## config.mk

```make
export PLATFORM = sky130hd
export DESIGN_NAME = ab_req_pairer_flat
export DESIGN_NICKNAME = d
export VERILOG_FILES = /design/src/rtl/ab_req_pairer_pkg.sv /design/src/rtl/ab_req_pairer_if.sv /design/src/rtl/ab_sync_fifo.sv /design/src/rtl/ab_req_pairer.sv /design/src/flat_wrapper.sv
export SDC_FILE = /design/constraint.sdc
export NUM_CORES = 1
export LEC_CHECK = 0
export CORE_MARGIN = 2
export CORE_UTILIZATION = 53
export CTS_BUF_LIST = sky130_fd_sc_hd__clkbuf_8 sky130_fd_sc_hd__clkbuf_16
export CTS_CLUSTER_DIAMETER = 80
export DETAILED_ROUTE_END_ITERATION = 12
export PLACE_DENSITY = 0.79
export SYNTH_ARGS = -nofsm -noshare
export SYNTH_HDL_FRONTEND = slang
export SYNTH_HIERARCHICAL = 1
export SYNTH_SLANG_ARGS = --single-unit
```

## constraint.sdc

```tcl
create_clock -name clk -period 4.8 [get_ports clk]
set_clock_uncertainty 0.15 [all_clocks]
set_input_delay 1.2 -clock clk [delete_from_list [all_inputs] [get_ports clk]]
set_output_delay 1.2 -clock clk [all_outputs]
set_load 0.005 [all_outputs]
```

## src/rtl/ab_req_pairer_pkg.sv

```systemverilog
// ============================================================================
// Module      : ab_pkg
// Description : Shared types and default widths for the A/B request pairer.
// Revision    : 1.0 - initial release
// ============================================================================
`default_nettype none

package ab_pkg;

    localparam int ADDR_W_DEF = 12;
    localparam int DATA_W_DEF = 24;

    typedef struct packed {
        logic [ADDR_W_DEF-1:0] addr;
        logic [DATA_W_DEF-1:0] data;
    } ab_pair_t;

    typedef enum logic [0:0] {
        OUT_EMPTY = 1'b0,
        OUT_FULL  = 1'b1
    } out_state_e;

endpackage

`default_nettype wire

```

## src/rtl/ab_req_pairer_if.sv

```systemverilog
// ============================================================================
// Module      : ab_req_pairer_if
// Description : A/B beat inputs plus the paired valid/ready write request.
// Revision    : 1.0 - initial release
// ============================================================================
`default_nettype none

interface ab_req_pairer_if #(
    parameter int ADDR_W = 12,
    parameter int DATA_W = 24
);
    logic              valid_addr;
    logic [ADDR_W-1:0] address;
    logic              valid_data;
    logic [DATA_W-1:0] data;
    logic              wr_valid;
    logic [ADDR_W-1:0] wr_addr;
    logic [DATA_W-1:0] wr_data;
    logic              wr_ready;

    // master: agents A/B and the downstream memory model
    modport master (
        output valid_addr, address, valid_data, data, wr_ready,
        input  wr_valid, wr_addr, wr_data
    );

    // slave: the pairer itself
    modport slave (
        input  valid_addr, address, valid_data, data, wr_ready,
        output wr_valid, wr_addr, wr_data
    );
endinterface

`default_nettype wire

```

## src/rtl/ab_sync_fifo.sv

```systemverilog
// ============================================================================
// Module      : ab_sync_fifo
// Description : Single-clock FIFO, wrapping pointers, first-word fall-through.
// Revision    : 1.0 - initial release
// ============================================================================
`default_nettype none

module ab_sync_fifo #(
    parameter int WIDTH = 8,
    parameter int DEPTH = 8
) (
    input  wire logic              clk,
    input  wire logic              rst_n,
    input  wire logic              push,
    input  wire logic              pop,
    input  wire logic [WIDTH-1:0]  din,
    output logic      [WIDTH-1:0]  dout,
    output logic                   full,
    output logic                   empty,
    output logic [$clog2(DEPTH):0] count
);
    localparam int c_PTR_W = $clog2(DEPTH);

    logic [WIDTH-1:0]   r_mem [DEPTH];
    logic [c_PTR_W-1:0] r_wptr;
    logic [c_PTR_W-1:0] r_rptr;
    logic [c_PTR_W:0]   r_count;

    always_ff @(posedge clk) begin
        if (!rst_n) begin
            r_wptr  <= '0;
            r_rptr  <= '0;
            r_count <= '0;
        end else begin
            if (push) r_wptr <= r_wptr + 1'b1;
            if (pop)  r_rptr <= r_rptr + 1'b1;
            case ({push, pop})
                2'b10:   r_count <= r_count + 1'b1;
                2'b01:   r_count <= r_count - 1'b1;
                default: r_count <= r_count;
            endcase
        end
    end

    // Storage needs no reset; pointers alone define validity.
    always_ff @(posedge clk) begin
        if (push) r_mem[r_wptr] <= din;
    end

    assign dout  = r_mem[r_rptr];
    assign count = r_count;
    assign full  = (r_count == (c_PTR_W+1)'(DEPTH));
    assign empty = (r_count == '0);

endmodule

`default_nettype wire

```

## src/rtl/ab_req_pairer.sv

```systemverilog
// ============================================================================
// Module      : ab_req_pairer
// Description : Buffers A (address) and B (data) beats, pairs them in order
//               and presents write requests through a valid/ready register.
// Revision    : 1.0 - initial release
// ============================================================================
`default_nettype none

module ab_req_pairer
    import ab_pkg::*;
#(
    parameter int ADDR_W = ADDR_W_DEF,
    parameter int DATA_W = DATA_W_DEF,
    parameter int DEPTH  = 8,
    parameter int CNT_W  = 16
) (
    input  wire logic             clk,
    input  wire logic             rst_n,
    ab_req_pairer_if.slave        bus,
    output logic                  addr_ovf,
    output logic                  data_ovf,
    input  wire logic             clr_err,
    output logic [CNT_W-1:0]      pair_count
);
    localparam int c_CNT_FW = $clog2(DEPTH) + 1;

    logic [ADDR_W-1:0]   w_a_dout;
    logic [DATA_W-1:0]   w_d_dout;
    logic                w_a_full, w_a_empty, w_d_full, w_d_empty;
    logic [c_CNT_FW-1:0] w_a_count, w_d_count;
    logic                w_pop, w_push_a, w_push_d, w_drop_a, w_drop_d;
    logic                w_slot_free, w_accept;
    logic                w_unused_counts;

    out_state_e          r_state, w_state_nxt;
    logic [ADDR_W-1:0]   r_wr_addr;
    logic [DATA_W-1:0]   r_wr_data;
    logic                r_addr_ovf, r_data_ovf;
    logic [CNT_W-1:0]    r_pair_count;

    // A beat may enter a full FIFO only when the pair pop frees a slot
    assign w_slot_free = (r_state == OUT_EMPTY) || bus.wr_ready;
    assign w_pop       = !w_a_empty && !w_d_empty && w_slot_free;
    assign w_push_a    = bus.valid_addr && (!w_a_full || w_pop);
    assign w_push_d    = bus.valid_data && (!w_d_full || w_pop);
    assign w_drop_a    = bus.valid_addr && w_a_full && !w_pop;
    assign w_drop_d    = bus.valid_data && w_d_full && !w_pop;
    assign w_accept    = (r_state == OUT_FULL) && bus.wr_ready;

    assign w_unused_counts = ^{w_a_count, w_d_count};

    ab_sync_fifo #(.WIDTH(ADDR_W), .DEPTH(DEPTH)) u_addr_fifo (
        .clk   (clk),
        .rst_n (rst_n),
        .push  (w_push_a),
        .pop   (w_pop),
        .din   (bus.address),
        .dout  (w_a_dout),
        .full  (w_a_full),
        .empty (w_a_empty),
        .count (w_a_count)
    );

    ab_sync_fifo #(.WIDTH(DATA_W), .DEPTH(DEPTH)) u_data_fifo (
        .clk   (clk),
        .rst_n (rst_n),
        .push  (w_push_d),
        .pop   (w_pop),
        .din   (bus.data),
        .dout  (w_d_dout),
        .full  (w_d_full),
        .empty (w_d_empty),
        .count (w_d_count)
    );

    always_comb begin
        w_state_nxt = r_state;
        case (r_state)
            OUT_EMPTY: if (w_pop) w_state_nxt = OUT_FULL;
            OUT_FULL:  if (bus.wr_ready && !w_pop) w_state_nxt = OUT_EMPTY;
            default:   w_state_nxt = OUT_EMPTY;
        endcase
    end

    always_ff @(posedge clk) begin
        if (!rst_n) begin
            r_state      <= OUT_EMPTY;
            r_wr_addr    <= '0;
            r_wr_data    <= '0;
            r_addr_ovf   <= 1'b0;
            r_data_ovf   <= 1'b0;
            r_pair_count <= '0;
        end else begin
            r_state <= w_state_nxt;
            if (w_pop) begin
                r_wr_addr <= w_a_dout;
                r_wr_data <= w_d_dout;
            end
            // a drop in the clearing cycle keeps the flag set
            if (w_drop_a)     r_addr_ovf <= 1'b1;
            else if (clr_err) r_addr_ovf <= 1'b0;
            if (w_drop_d)     r_data_ovf <= 1'b1;
            else if (clr_err) r_data_ovf <= 1'b0;
            if (w_accept) r_pair_count <= r_pair_count + 1'b1;
        end
    end

    assign bus.wr_valid = (r_state == OUT_FULL);
    assign bus.wr_addr  = r_wr_addr;
    assign bus.wr_data  = r_wr_data;
    assign addr_ovf     = r_addr_ovf;
    assign data_ovf     = r_data_ovf;
    assign pair_count   = r_pair_count;

endmodule

`default_nettype wire

```

## src/flat_wrapper.sv

```systemverilog
// flat-port wrapper written by rule: the top's interface ports become plain ports
module ab_req_pairer_flat import ab_pkg::*;
#(
    parameter int ADDR_W = ADDR_W_DEF,
    parameter int DATA_W = DATA_W_DEF,
    parameter int DEPTH  = 8,
    parameter int CNT_W  = 16
)
  (clk, rst_n, addr_ovf, data_ovf, clr_err, pair_count, bus_valid_addr, bus_address, bus_valid_data, bus_data, bus_wr_ready, bus_wr_valid, bus_wr_addr, bus_wr_data);
  ab_req_pairer_if #(.ADDR_W(ADDR_W), .DATA_W(DATA_W)) bus_i ();
  input  wire logic clk;
  input  wire logic rst_n;
  output logic addr_ovf;
  output logic data_ovf;
  input  wire logic clr_err;
  output logic [CNT_W-1:0] pair_count;
  input wire logic [$bits(bus_i.valid_addr)-1:0] bus_valid_addr;
  input wire logic [$bits(bus_i.address)-1:0] bus_address;
  input wire logic [$bits(bus_i.valid_data)-1:0] bus_valid_data;
  input wire logic [$bits(bus_i.data)-1:0] bus_data;
  input wire logic [$bits(bus_i.wr_ready)-1:0] bus_wr_ready;
  output wire logic [$bits(bus_i.wr_valid)-1:0] bus_wr_valid;
  output wire logic [$bits(bus_i.wr_addr)-1:0] bus_wr_addr;
  output wire logic [$bits(bus_i.wr_data)-1:0] bus_wr_data;
  assign bus_i.valid_addr = bus_valid_addr;
  assign bus_i.address = bus_address;
  assign bus_i.valid_data = bus_valid_data;
  assign bus_i.data = bus_data;
  assign bus_i.wr_ready = bus_wr_ready;
  assign bus_wr_valid = bus_i.wr_valid;
  assign bus_wr_addr = bus_i.wr_addr;
  assign bus_wr_data = bus_i.wr_data;
  ab_req_pairer #(.ADDR_W(ADDR_W), .DATA_W(DATA_W), .DEPTH(DEPTH), .CNT_W(CNT_W)) u_core (.clk(clk), .rst_n(rst_n), .bus(bus_i), .addr_ovf(addr_ovf), .data_ovf(data_ovf), .clr_err(clr_err), .pair_count(pair_count));
endmodule
```

Word level (Yosys, flattened, before mapping)
Memories as Yosys holds them, arrays and structs flattened. A register that Yosys moved wholly into a read port is not among the register bits.
Cells that the tools add are included.
W data, S select, Z words.
{ "word_totals": {"reg_bits": 39, "ram_bits": 288, "output_inout_bits": 55, "memories": 2} }
{ "memory_table": {"columns": ["memory", "words", "word_bits", "rd", "rd_ports_with_merged_regs", "wr", "line_no", "text"], "rows": [
  ["u_core.u_data_fifo.r_mem", 8, 24, 1, 1, 1, "ab_sync_fifo.sv:24", "logic [WIDTH-1:0] r_mem [DEPTH];"],
  ["u_core.u_addr_fifo.r_mem", 8, 12, 1, 1, 1, "ab_sync_fifo.sv:24", null]
]} }
{ "op_classes": {"n_addsub": 9, "n_eq_ne": 6, "mux": 12, "n_bitwise": 1, "reduce_logical": 26} }
{ "ops": {"columns": ["op", "n"], "rows": [
  ["$add A16 B1 Y16 const B", 1],
  ["$pmux W4 S2", 2],
  ["$add A3 B1 Y3 const B", 4],
  ["$logic_and A1 B1 Y1", 10],
  ["$mux W1", 9],
  ["$add A4 B1 Y4 const B", 2],
  ["$eq A4 B4 Y1 const B", 2],
  ["$logic_not A4 Y1", 2],
  ["$reduce_bool A2 Y1", 4],
  ["$sub A4 B1 Y4 const B", 2],
  ["$logic_not A1 Y1", 7],
  ["$eq A2 B1 Y1 const B", 2],
  ["$eq A2 B2 Y1 const B", 2],
  ["$logic_or A1 B1 Y1", 3],
  ["$pmux W1 S2", 1],
  ["$not A1 Y1", 1]
]} }

Logic depth before layout (Yosys ltp)
Gate-level depths: netlist of the first run.
{ "depth": {"word_depth": 8, "ltp_mapped": 15, "ltp_nobuf": 12} }

Hierarchy
Netlist of the first run, hierarchy kept.
{ "by_module_without_submodules": {"columns": ["module", "instances", "cells_each", "area_each_um2", "seq_area_each_um2"], "rows": [
  ["ab_sync_fifo at u_core.u_data_fifo", 1, 348, 7926.4, 6025.8],
  ["ab_sync_fifo at u_core.u_addr_fifo", 1, 209, 4341.7, 3143.0],
  ["ab_req_pairer", 1, 253, 2072.0, 1101.1]
]} }

Least setup slack after synthesis of the first run
Ideal clock, no wire load.
{ "synth_timing": {"path_type": "in2reg", "start": "input bus_wr_ready", "end": "memory u_core/u_data_fifo/r_mem[4][0] (netlist name), enable pin", "arrival_time_ps": 4105, "t_required_ps": 4215, "slack_ps": 109, "path_stages": 7, "n_path_buf": 2, "cell_sequence": "nor2b_1 nand2b_1 clkbuf_1 clkbuf_1 a21boi_0 nand2_1 nor3_1"} }
{ "synth_via": {"elab_chain_len": 6} }
{ "synth_lines": {"columns": ["item", "line_no", "text"], "rows": [
  ["from (decl)", "flat_wrapper.sv:21", "input wire logic [$bits(bus_i.wr_ready)-1:0] bus_wr_ready;"],
  ["$logic_or A1 B1 Y1", "ab_req_pairer.sv:42", "assign w_slot_free = (r_state == OUT_EMPTY) || bus.wr_ready;"],
  ["$logic_and A1 B1 Y1", "ab_req_pairer.sv:43", "assign w_pop = !w_a_empty && !w_d_empty && w_slot_free;"],
  ["$logic_or A1 B1 Y1", "ab_req_pairer.sv:45", "assign w_push_d = bus.valid_data && (!w_d_full || w_pop);"],
  ["$logic_and A1 B1 Y1", "ab_req_pairer.sv:45", null],
  ["via u_core.w_push_d", "ab_req_pairer.sv:31", "logic w_pop, w_push_a, w_push_d, w_drop_a, w_drop_d;"],
  ["$mux W1", "ab_sync_fifo.sv:47", "if (push) r_mem[r_wptr] <= din;"],
  ["$mux W1 (implied by the code)", "ab_sync_fifo.sv:47", null],
  ["to (decl)", "ab_sync_fifo.sv:24", null]
]} }
The timed path passes the listed nets, and every way through them passes these cells.

Worst setup path after layout of the first run
{ "layout_timing": {"start": "input bus_wr_ready", "end": "register u_core.u_addr_fifo.r_count[2], in the netlist u_core/u_addr_fifo/count[2]"} }
{ "layout_via": {"elab_chain_len": 6, "word_cells_on_any_way": 8} }
{ "layout_lines": {"columns": ["item", "line_no", "text"], "rows": [
  ["$logic_or A1 B1 Y1 *", "ab_req_pairer.sv:42", null],
  ["$logic_and A1 B1 Y1 *", "ab_req_pairer.sv:43", null],
  ["$logic_or A1 B1 Y1", "ab_req_pairer.sv:44", "assign w_push_a = bus.valid_addr && (!w_a_full || w_pop);"],
  ["$logic_and A1 B1 Y1", "ab_req_pairer.sv:44", null],
  ["$eq A2 B1 Y1 / $eq A2 B2 Y1 (equally long branches)", "ab_sync_fifo.sv:37", "case ({push, pop})"],
  ["$pmux W4 S2 / $reduce_bool A2 Y1 (equally long branches)", null, null],
  ["to (signal assigned)", "ab_sync_fifo.sv:38", "2'b10: r_count <= r_count + 1'b1;"],
  ["to (signal assigned)", "ab_sync_fifo.sv:39", "2'b01: r_count <= r_count - 1'b1;"],
  ["to (signal assigned)", "ab_sync_fifo.sv:40", "default: r_count <= r_count;"],
  ["to (decl)", "ab_sync_fifo.sv:27", "logic [c_PTR_W:0] r_count;"]
]} }
Mark *: on every way between the ends. The rest lies on a longest branch, timed or not.
A chain may end at the register's enable or synchronous reset.

==> impl_metrics.tcl, run 1 <==
set metrics [dict create \
    r2r_cells 12 \
    cts.sinks 369 \
    power_density_nw_per_um2 509 \
    whs_ps 303 \
    synthTopCellsByArea "edfxtp_1 60%, dfxtp_1 11%, mux4_2 8.0%" \
    synth_commonest_cells "288 x edfxtp_1, 91 x nand2_1, 81 x dfxtp_1" \
    finalSetupTns_ps 0 \
    crit_path_end_kind "flop" \
    ioPinCount 97 \
    post_cts_buffers 0 \
    slowest_delay_ps 480 \
    wl_mm 28.1 \
    ff2ff_setup_slack_ps 1650 \
    worstPathMaxFanout 21 \
    endpoint "u_core/u_addr_fifo/count[2]" \
    cp-startpoint "bus_wr_ready" \
    crit_arrival_ps 3950 \
    antenna_cells 0 \
    initial_utilization 0.537 \
    cts.htree.levels 2 \
    cpMaxStageDelayCell "clkdlybuf4s50_1" \
    start_kind "input pin" \
    ys.warnings.count 6 \
    drtAntennaViolNets 0 \
    synth.distinct_cells 47 \
    core_area_um2 26700 \
    synthesis.area_um2 14300 \
    nNetsFinal 993 \
    synth_top_cell_by_area "edfxtp_1" \
    maxCapViolCount 0 \
    clk_latency_ps 520 \
    drc 0 \
    synth.top_cell.area_share 0.603 \
    fin_ws_ps 1140 \
    maxSlewHeadroom 0.274 \
    postCtsHoldBufs 0 \
    synth_flop_cell "edfxtp_1" \
    area_growth_pct 18.6 \
    antenna_found_initial 0 \
    async_flop_share 0 \
    ys_seq_elements 369 \
    yosysSeqAreaShare 0.716 \
    die_h_um 168 \
    slew_violations 0 \
    cts_root_buffer "clkbuf_16" \
    leakagePower_nw 5.60 \
    num_vias 7589 \
    synth_nets 863 \
    place_congestion 0.786 \
    drt_iter0_drc 652 \
    grt.total_usage 0.201 \
    path_class "in -> reg" \
    io_buffer_count 96 \
    die-area_um2 28400 \
    path_cells "clkdlybuf4s50_1 > nor2b_1 > nand2b_2 > buf_4 > inv_2 > ha_1 > xor2_1 > ha_1 > a21oi_1 > xor2_1 > or3_1 > a21boi_0" \
    die_width_um 168 \
    overflow 0 \
    cts_buffers 37 \
    hpwl_mm 17.0 \
    worstMarginPinSlew_ps 1090 \
    yosysMostFrequentCell "edfxtp_1" \
    first_pass_iters 5 \
    r2r_end "u_core/u_addr_fifo/count[2]" \
    synth_edf_count 288 \
    vias_per_cell 5.79 \
    fin_crit_ps 3660 \
    cts_tree "yes" \
    period_share 0.763 \
    grt_max_degree 49 \
    report.power.total_mw 8.65 \
    grt_first_pass_wirelength_mm 43.5 \
    layout-drive-gt1-share 0.196 \
    regToRegStartpoint "u_core/u_addr_fifo/count[1]" \
    num_rows 60 \
    finalHoldViolCount 0 \
    cp.required_ps 5080 \
    max_freq_mhz 273 \
    setup_viol 0 \
    hp-class "reg -> reg" \
    grt_pass1_vias 7636 \
    wire_per_inst_um 21.4 \
    synth_cells 810 \
    syn_area_per_cell_um2 17.7 \
    clk_pin_slew_worst_paths_ps 60 \
    pre_cts_ws_ps 622 \
    clk_path_buf_depth 3 \
    peakVddDrop_mv 0.331 \
    rsz0062_at_grt "false" \
    status "finished, final reports clean" \
    cts_resized 0 \
]
==> worst min path at each step <==
stage | startpoint | endpoint | slack (ps) | depth (start not counted)
3_5_place_dp | u_core/bus.wr_data[13] | u_core/bus.wr_data[13] | 300 | 2
4_1_cts | u_core/bus.wr_data[13] | u_core/bus.wr_data[13] | 310 | 2
2_1_floorplan | u_core/u_addr_fifo/count[3] | u_core/u_addr_fifo/count[3] | 300 | 2
5_1_grt | u_core/bus.wr_data[12] | u_core/bus.wr_data[12] | 330 | 2
6_report | u_core/bus.wr_data[13] | u_core/bus.wr_data[13] | 300 | 2
3_3_place_gp | u_core/bus.wr_data[12] | u_core/bus.wr_data[12] | 290 | 2
==> area by class of cell <==
cell class / instances / area, µm²
Fill cell: 1808 / 9720
Sequential cell: 369 / 10300
Inverter: 6 / 22.5
Clock inverter: 30 / 235
Clock buffer: 38 / 940
Timing Repair Buffer: 129 / 1250
Multi-Input combinational cell: 397 / 3860
Tap cell: 341 / 427
==> kinds of logic (layout without fill, tap and decap cells) <==
| group | count (synthesis) | after routing | share of synthesized area |
|---|---|---|---|
| mux | 117 | 117 | 0.157 |
| flops | 369 | 369 | 0.716 |
| xor+xnor | 25 | 25 | 0.0153 |
| simple gates | 184 | 184 | 0.0616 |
| buf+inv | 44 | 203 | 0.0168 |
| compound gates | 60 | 60 | 0.0234 |
| fa+ha+maj | 11 | 11 | 0.00960 |
==> report_power, final <==
group / internal (mW) / total (mW) / switching, mW
Sequential: 3.79 / 4.05 / 0.259
Combinational: 0.943 / 1.85 / 0.905
Clock: 1.59 / 2.75 / 1.16
==> stage by stage <==
stage | cells | instance area [µm²] | utilization
floorplan | 810 | 14300 | -
global placement | 1242 | 15800 | 0.592
detailed placement | 1242 | 15800 | 0.592
CTS | 1310 | 17000 | 0.636
global route | 1310 | 17000 | 0.636
finish | 1310 | 17000 | 0.636
==> per-layer routing <==
metal / GRT usage / vias to the layer above / share of wire
li1: - / 3408 / -
met1: 0.275 / 3878 / 0.43
met2: 0.333 / 254 / 0.50
met3: 0.0374 / 49 / 0.056
met4: 0.0603 / 0 / 0.023
met5: 0 / - / 0
==> placed cells by master, fill, tap and decap left out, types with 2 or more instances in the layout <==
cell / count
edfxtp_1: 288
clkdlybuf4s50_1: 96
nand2_1: 91
dfxtp_1: 79
mux4_2: 51
a21oi_1: 45
clkbuf_16: 37
buf_4: 30
nor2_1: 23
mux2_2: 22
mux4_1: 21
xor2_1: 15
mux2_4: 15
inv_1: 12
and2_1: 12
ha_1: 11
xnor2_1: 10
clkinv_1: 9
nand2b_1: 9
mux2i_1: 8
nor2b_1: 7
nor2_2: 6
clkinv_2: 5
nand3_1: 4
nand4_1: 4
o21ai_0: 4
nor3_1: 4
bufinv_16: 3
a21boi_0: 3
nor4_1: 3
or3_1: 3
buf_12: 3
nor3_2: 3
nor4b_1: 3
clkinv_8: 2
clkinvlp_4: 2
inv_2: 2
o41ai_1: 2
and4_1: 2
a32oi_1: 2
==> registers in the layout, indices dropped and copies added (netlist names), named ones only <==
name                       flops
u_core/pair_count             16
u_core/bus.wr_data            24
u_core/u_addr_fifo/count       4
u_core/u_data_fifo/r_mem     192
u_core/data_ovf                1
u_core/bus.wr_valid            1
u_core/u_data_fifo/r_rptr      3
u_core/u_addr_fifo/r_mem      96
u_core/u_addr_fifo/r_rptr      3
u_core/addr_ovf                1
u_core/bus.wr_addr            12
u_core/u_data_fifo/count       4
u_core/u_addr_fifo/r_wptr      3
u_core/u_data_fifo/r_wptr      3
==> critical path: cells and delay by family <==
kind / cells / cell delay (ps)
AOI/OAI and AO/OA: 2 / 300
xor gates and xnor gates: 2 / 260
adders and majority gates: 2 / 490
buffers and inverters: 3 / 1020
and+or+nand+nor: 3 / 670
(Power assumes the default switching activity.)
==> inputs of run 2 (changes only) <==
--- a/config.mk
+++ b/config.mk
@@ -6,11 +6,11 @@
 export NUM_CORES = 1
 export LEC_CHECK = 0
 export CORE_MARGIN = 2
-export CORE_UTILIZATION = 53
+export CORE_UTILIZATION = 55
 export CTS_BUF_LIST = sky130_fd_sc_hd__clkbuf_8 sky130_fd_sc_hd__clkbuf_16
 export CTS_CLUSTER_DIAMETER = 80
 export DETAILED_ROUTE_END_ITERATION = 12
-export PLACE_DENSITY = 0.79
+export PLACE_DENSITY = 0.78
 export SYNTH_ARGS = -nofsm -noshare
 export SYNTH_HDL_FRONTEND = slang
 export SYNTH_HIERARCHICAL = 1
==> constraint.sdc (replaced) <==
create_clock -name clk -period 3.8 [get_ports clk]
set_clock_uncertainty 0.15 [all_clocks]
set_input_delay 0.95 -clock clk [delete_from_list [all_inputs] [get_ports clk]]
set_output_delay 0.95 -clock clk [all_outputs]
set_load 0.005 [all_outputs]
==> run 2 against run 1 <==
Effect of this change: sequential share of layout area increased by 0.062 points; die area decreased by 3.6%; cell count decreased by 0.53%; wire length decreased by 3.8%; largest power group unchanged; highest routed layer unchanged.
==> impl_metrics.tcl, run 2 (synthesis results as in run 1) <==
set metrics [dict create \
    status "finished, final reports clean" \
    power.switching_mw 2.89 \
    postCtsHoldBufs 0 \
    layout_commonest_cell "edfxtp_1" \
    grt_pass1_vias 7390 \
    worstPathMaxFanout 5 \
    hp-start "u_core/bus.wr_addr[3]" \
    critPathTopFamily "buffers and inverters" \
    p_int_mw 7.87 \
    leakagePower_nw 5.60 \
    dp_cells 1236 \
    crit_buf_inv 2 \
    crit_arrival_ps 3490 \
    initial_utilization 0.555 \
    worstHoldPathCells 2 \
    nNetsFinal 993 \
    drt_iter0_drc 514 \
    pwr-share-comb 0.217 \
    num_vias 7351 \
    regToRegStartpoint "u_core/u_data_fifo/count[0]" \
    final_cell_mix "288 x edfxtp_1, 96 x clkdlybuf4s50_1, 91 x nand2_1" \
    cts_resized 0 \
    rsz0062_at_grt "false" \
    grt_first_pass_wirelength_mm 41.2 \
    r2r_end "u_core/u_addr_fifo/count[2]" \
    cts_root_buffer "clkbuf_16" \
    vias_per_cell 5.64 \
    wire_per_inst_um 20.7 \
    finalSetupTns_ps 0 \
    path_class "in -> reg" \
    clk_latency_ps 530 \
    grt.total_usage 0.201 \
    num_rows 59 \
    top_register "u_core/u_data_fifo/r_mem" \
    cp-startpoint "bus_wr_ready" \
    overflow 0 \
    start_kind "input pin" \
    drc 0 \
    clockPowerShare 0.308 \
    fillCellCount 1731 \
    die-area_um2 27400 \
    post_cts_buffers 0 \
    period_share 0.842 \
    die_width_um 165 \
    antenna_cells 0 \
    first_pass_iters 4 \
    seqPwrFrac 0.474 \
    slew_violations 0 \
    fin_ws_ps 600 \
    io_buffer_count 96 \
    hpwl_mm 16.1 \
    stdcell_count 1303 \
    r2r_cells 12 \
    maxSlewHeadroom 0.228 \
    wl_mm 27.0 \
    hp-class "reg -> reg" \
    worstMarginPinSlew_ps 1160 \
    cpMaxStageDelayCell "clkdlybuf4s50_1" \
    setup_viol 0 \
    fin_crit_ps 3200 \
    peakVddDrop_mv 0.492 \
    whs_ps 306 \
    slowest_delay_ps 550 \
    cp.required_ps 4090 \
    cts_buffers 37 \
    ff2ff_setup_slack_ps 1030 \
    area_growth_pct 18.5 \
    largest_reg_flops 192 \
    die_h_um 165 \
    cts.sinks 369 \
    drtAntennaViolNets 0 \
    clk_path_buf_depth 3 \
    power_density_nw_per_um2 633 \
    layout-drive-gt1-share 0.195 \
    crit_path_end_kind "flop" \
    clk_pin_slew_worst_paths_ps 60 \
    path_cells "clkdlybuf4s50_1 > nor2b_1 > nand2b_2 > a21boi_0 > inv_1 > ha_1 > xor2_1 > ha_1 > a21oi_1 > xor2_1 > or3_1 > a21boi_0" \
    grt_max_degree 38 \
    antenna_found_initial 0 \
    maxCapViolCount 0 \
    holdPathEnd "u_core/bus.wr_addr[3]" \
    swShare 0.269 \
    finalHoldViolCount 0 \
    ioPinCount 97 \
    cts.htree.levels 2 \
    pre_cts_ws_ps 84.9 \
    core_area_um2 25800 \
    max_freq_mhz 312 \
    cts_tree "yes" \
    place_congestion 0.744 \
]
[run 2: stage by stage]
step	total power [mW]	instance area (µm²)	util
3_5_place_dp	7.53	15900	0.614
3_3_place_gp	7.44	15900	0.614
4_1_cts	10.9	17000	0.658
6_report	10.8	17000	0.658
2_1_floorplan	6.58	14400	-
5_1_grt	11.3	17000	0.658
[run 2: power groups by stage]
| stage | clock [mW] | sequential [mW] | combinational, mW |
|---|---|---|---|
| floorplan | 0 | 5.05 | 1.53 |
| global placement | 0 | 5.17 | 2.28 |
| detailed placement | 0 | 5.19 | 2.34 |
| CTS | 3.38 | 5.11 | 2.36 |
| global route | 3.53 | 5.16 | 2.57 |
| finish | 3.32 | 5.11 | 2.34 |
[run 2: worst register-to-register path, cell delays in order, from the launching register on]
cell and delay (ps):
dfxtp_1 470, nor4_1 90, nor2_1 170, nand2b_2 120, a21boi_0 260, inv_1 100, ha_1 280, xor2_1 170
ha_1 190, a21oi_1 140, xor2_1 90, or3_1 300, a21boi_0 160
[run 2: layout make-up]
class                   instances  area, µm²  area share
inverters                       6       22.5     0.00133
multi-input cells             397       3880       0.228
repair buffers                129       1270      0.0748
well taps                     335        419      0.0247
clock inverters                28        169     0.00994
flip-flops and latches        369      10300       0.605
clock buffers                  39        953      0.0561
[run 2: worst max path at each step]
stage	endpoint	depth (start not counted)
finish	u_core/u_addr_fifo/count[2]	12
floorplan	u_core/u_data_fifo/r_mem[7][0]	7
global placement	u_core/u_addr_fifo/count[2]	12
CTS	u_core/u_addr_fifo/count[2]	12
global route	u_core/u_addr_fifo/count[2]	12
detailed placement	u_core/u_addr_fifo/count[2]	12
[run 2: per-layer routing]
layer	share of wire	GRT usage	wire (µm)	vias up
met5	0	0	0	-
met4	0.016	0.0521	434	0
met3	0.052	0.0357	1390	31
li1	-	-	-	3403
met2	0.50	0.333	13400	207
met1	0.43	0.280	11700	3710
==> inputs of run 3 (changes only) <==
==> constraint.sdc (replaced) <==
create_clock -name clk -period 3.15 [get_ports clk]
set_clock_uncertainty 0.15 [all_clocks]
set_input_delay 0.7875 -clock clk [delete_from_list [all_inputs] [get_ports clk]]
set_output_delay 0.7875 -clock clk [all_outputs]
set_load 0.005 [all_outputs]
==> run 3 against run 2 <==
Effect of this change: combinational power increased by 31%; non-clock buffer count increased by 16; via count increased by 1.8%; die area unchanged; wire length increased by 2.3%; largest cell class unchanged; cell count increased by 1.3%; design area increased by 1.9%.
==> impl_metrics.tcl, run 3 (synthesis results as in run 1) <==
set metrics [dict create \
    crit_arrival_ps 3130 \
    hpwl_mm 16.2 \
    crit_path_end_kind "flop" \
    cp.required_ps 3460 \
    rsz0062_at_grt "false" \
    met2_length_mm 13.9 \
    grt_pass1_vias 7423 \
    antenna_found_initial 1 \
    wl_met1_mm 12.1 \
    core_area_um2 25800 \
    num_rows 59 \
    overflow 0 \
    largest_reg_flops 192 \
    cts.sinks 369 \
    finalHoldViolCount 0 \
    layout_commonest_cell "edfxtp_1" \
    clk_pin_slew_worst_paths_ps 60 \
    wl_mm 27.6 \
    postCtsHoldBufs 0 \
    post_dp_cell_area_um2 16200 \
    nNetsFinal 1009 \
    maxSlewHeadroom 0.504 \
    hp-start "u_core/bus.wr_data[5]" \
    io_buffer_count 96 \
    setup_viol 0 \
    peakVddDrop_mv 0.668 \
    vias_per_cell 5.67 \
    cts.htree.levels 2 \
    drtAntennaViolNets 0 \
    final_cell_mix "288 x edfxtp_1, 96 x clkdlybuf4s50_1, 91 x nand2_1" \
    status "finished, final reports clean" \
    die-area_um2 27400 \
    drt_iter0_drc 679 \
    grt.total_usage 0.209 \
    p_int_mw 9.68 \
    slew_violations 0 \
    power_density_nw_per_um2 767 \
    top_register "u_core/u_data_fifo/r_mem" \
    die_width_um 165 \
    clk_path_buf_depth 3 \
    start_kind "input pin" \
    worstPathMaxFanout 5 \
    power.switching_mw 3.60 \
    ff2ff_setup_slack_ps 450 \
    antenna_cells 0 \
    maxCapViolCount 0 \
    leakagePower_nw 5.72 \
    highest_layer "met5" \
    stdcell_area_um2 17300 \
    grt_max_degree 51 \
    fin_crit_ps 2820 \
    drc 0 \
    post_cts_buffers 0 \
    layout-drive-gt1-share 0.219 \
    swShare 0.271 \
    path_class "in -> reg" \
    pwr-share-comb 0.230 \
    cts_root_buffer "clkbuf_16" \
    cts_tree "yes" \
    cp-startpoint "bus_wr_ready" \
    wire_per_inst_um 20.9 \
    grt_first_pass_wirelength_mm 42.6 \
    initial_utilization 0.555 \
    area_growth_pct 20.8 \
    place_congestion 0.755 \
    hp-class "reg -> reg" \
    wl_met3_mm 1.35 \
    regToRegStartpoint "u_core/u_addr_fifo/count[1]" \
    max_freq_mhz 354 \
    clockPowerShare 0.310 \
    finalSetupTns_ps 0 \
    cts_buffers 37 \
    ioPinCount 97 \
    clk_latency_ps 530 \
    cts_resized 0 \
    die_h_um 165 \
    worstMarginPinSlew_ps 742 \
    first_pass_iters 5 \
    num_vias 7481 \
    seqPwrFrac 0.460 \
    period_share 0.896 \
]
run 3: cell types whose count changed in the layout (fill, tap and decap cells not counted), sizes merged:
cell and delta:
buf +16, clkinvlp +3, inv -3, clkbuf +2, clkinv -1
run 3: final cells by class:
class                           instances  area, µm²
Clock buffer                           41        981
Clock inverter                         27        184
Fill cell                            1697       8520
Inverter                                6       22.5
Multi-Input combinational cell        397       3910
Sequential cell                       369      10300
Tap cell                              335        419
Timing Repair Buffer                  145       1530
run 3: critical path: stages:
cell and delay (ps):
clkdlybuf4s50_1 470, nor2b_1 60, nand2b_2 210, a21boi_1 230, inv_1 80, ha_1 230, xor2_1 150, ha_1 180
a21oi_1 150, xor2_1 100, or3_1 320, a21boi_1 160
run 3: worst paths after layout:
kind | endpoint | depth (start not counted)
worst max register to register | u_core/u_addr_fifo/count[2] | 12
worst min-delay path | u_core/bus.wr_data[5] | 2
worst min register to register | u_core/bus.wr_data[5] | 2
worst max-delay path | u_core/u_data_fifo/count[2] | 12
run 3: power groups by stage:
stage / clock [mW] / combinational (mW) / sequential, mW
4_1_cts: 4.20 / 3.08 / 6.11
3_3_place_gp: 0 / 2.98 / 6.18
6_report: 4.12 / 3.06 / 6.10
3_5_place_dp: 0 / 3.04 / 6.20
2_1_floorplan: 0 / 1.87 / 6.10
5_1_grt: 4.40 / 3.33 / 6.16
run 3: metrics by stage:
stage	setup WS (ps)	utilization	total power [mW]	hold slack, ps	cells
6_report	327	0.670	13.3	302	1320
3_5_place_dp	-194	0.625	9.25	298	1252
4_1_cts	354	0.670	13.4	306	1320
5_1_grt	138	0.670	13.9	320	1320
3_3_place_gp	-110	0.625	9.16	292	1252
2_1_floorplan	-81.0	-	7.97	301	810
run 3: routing by layer:
| layer | vias to the layer above | track usage |
|---|---|---|
| li1 | 3443 | - |
| met1 | 3789 | 0.294 |
| met2 | 218 | 0.345 |
| met3 | 29 | 0.0352 |
| met4 | 2 | 0.0513 |
| met5 | - | 0 |
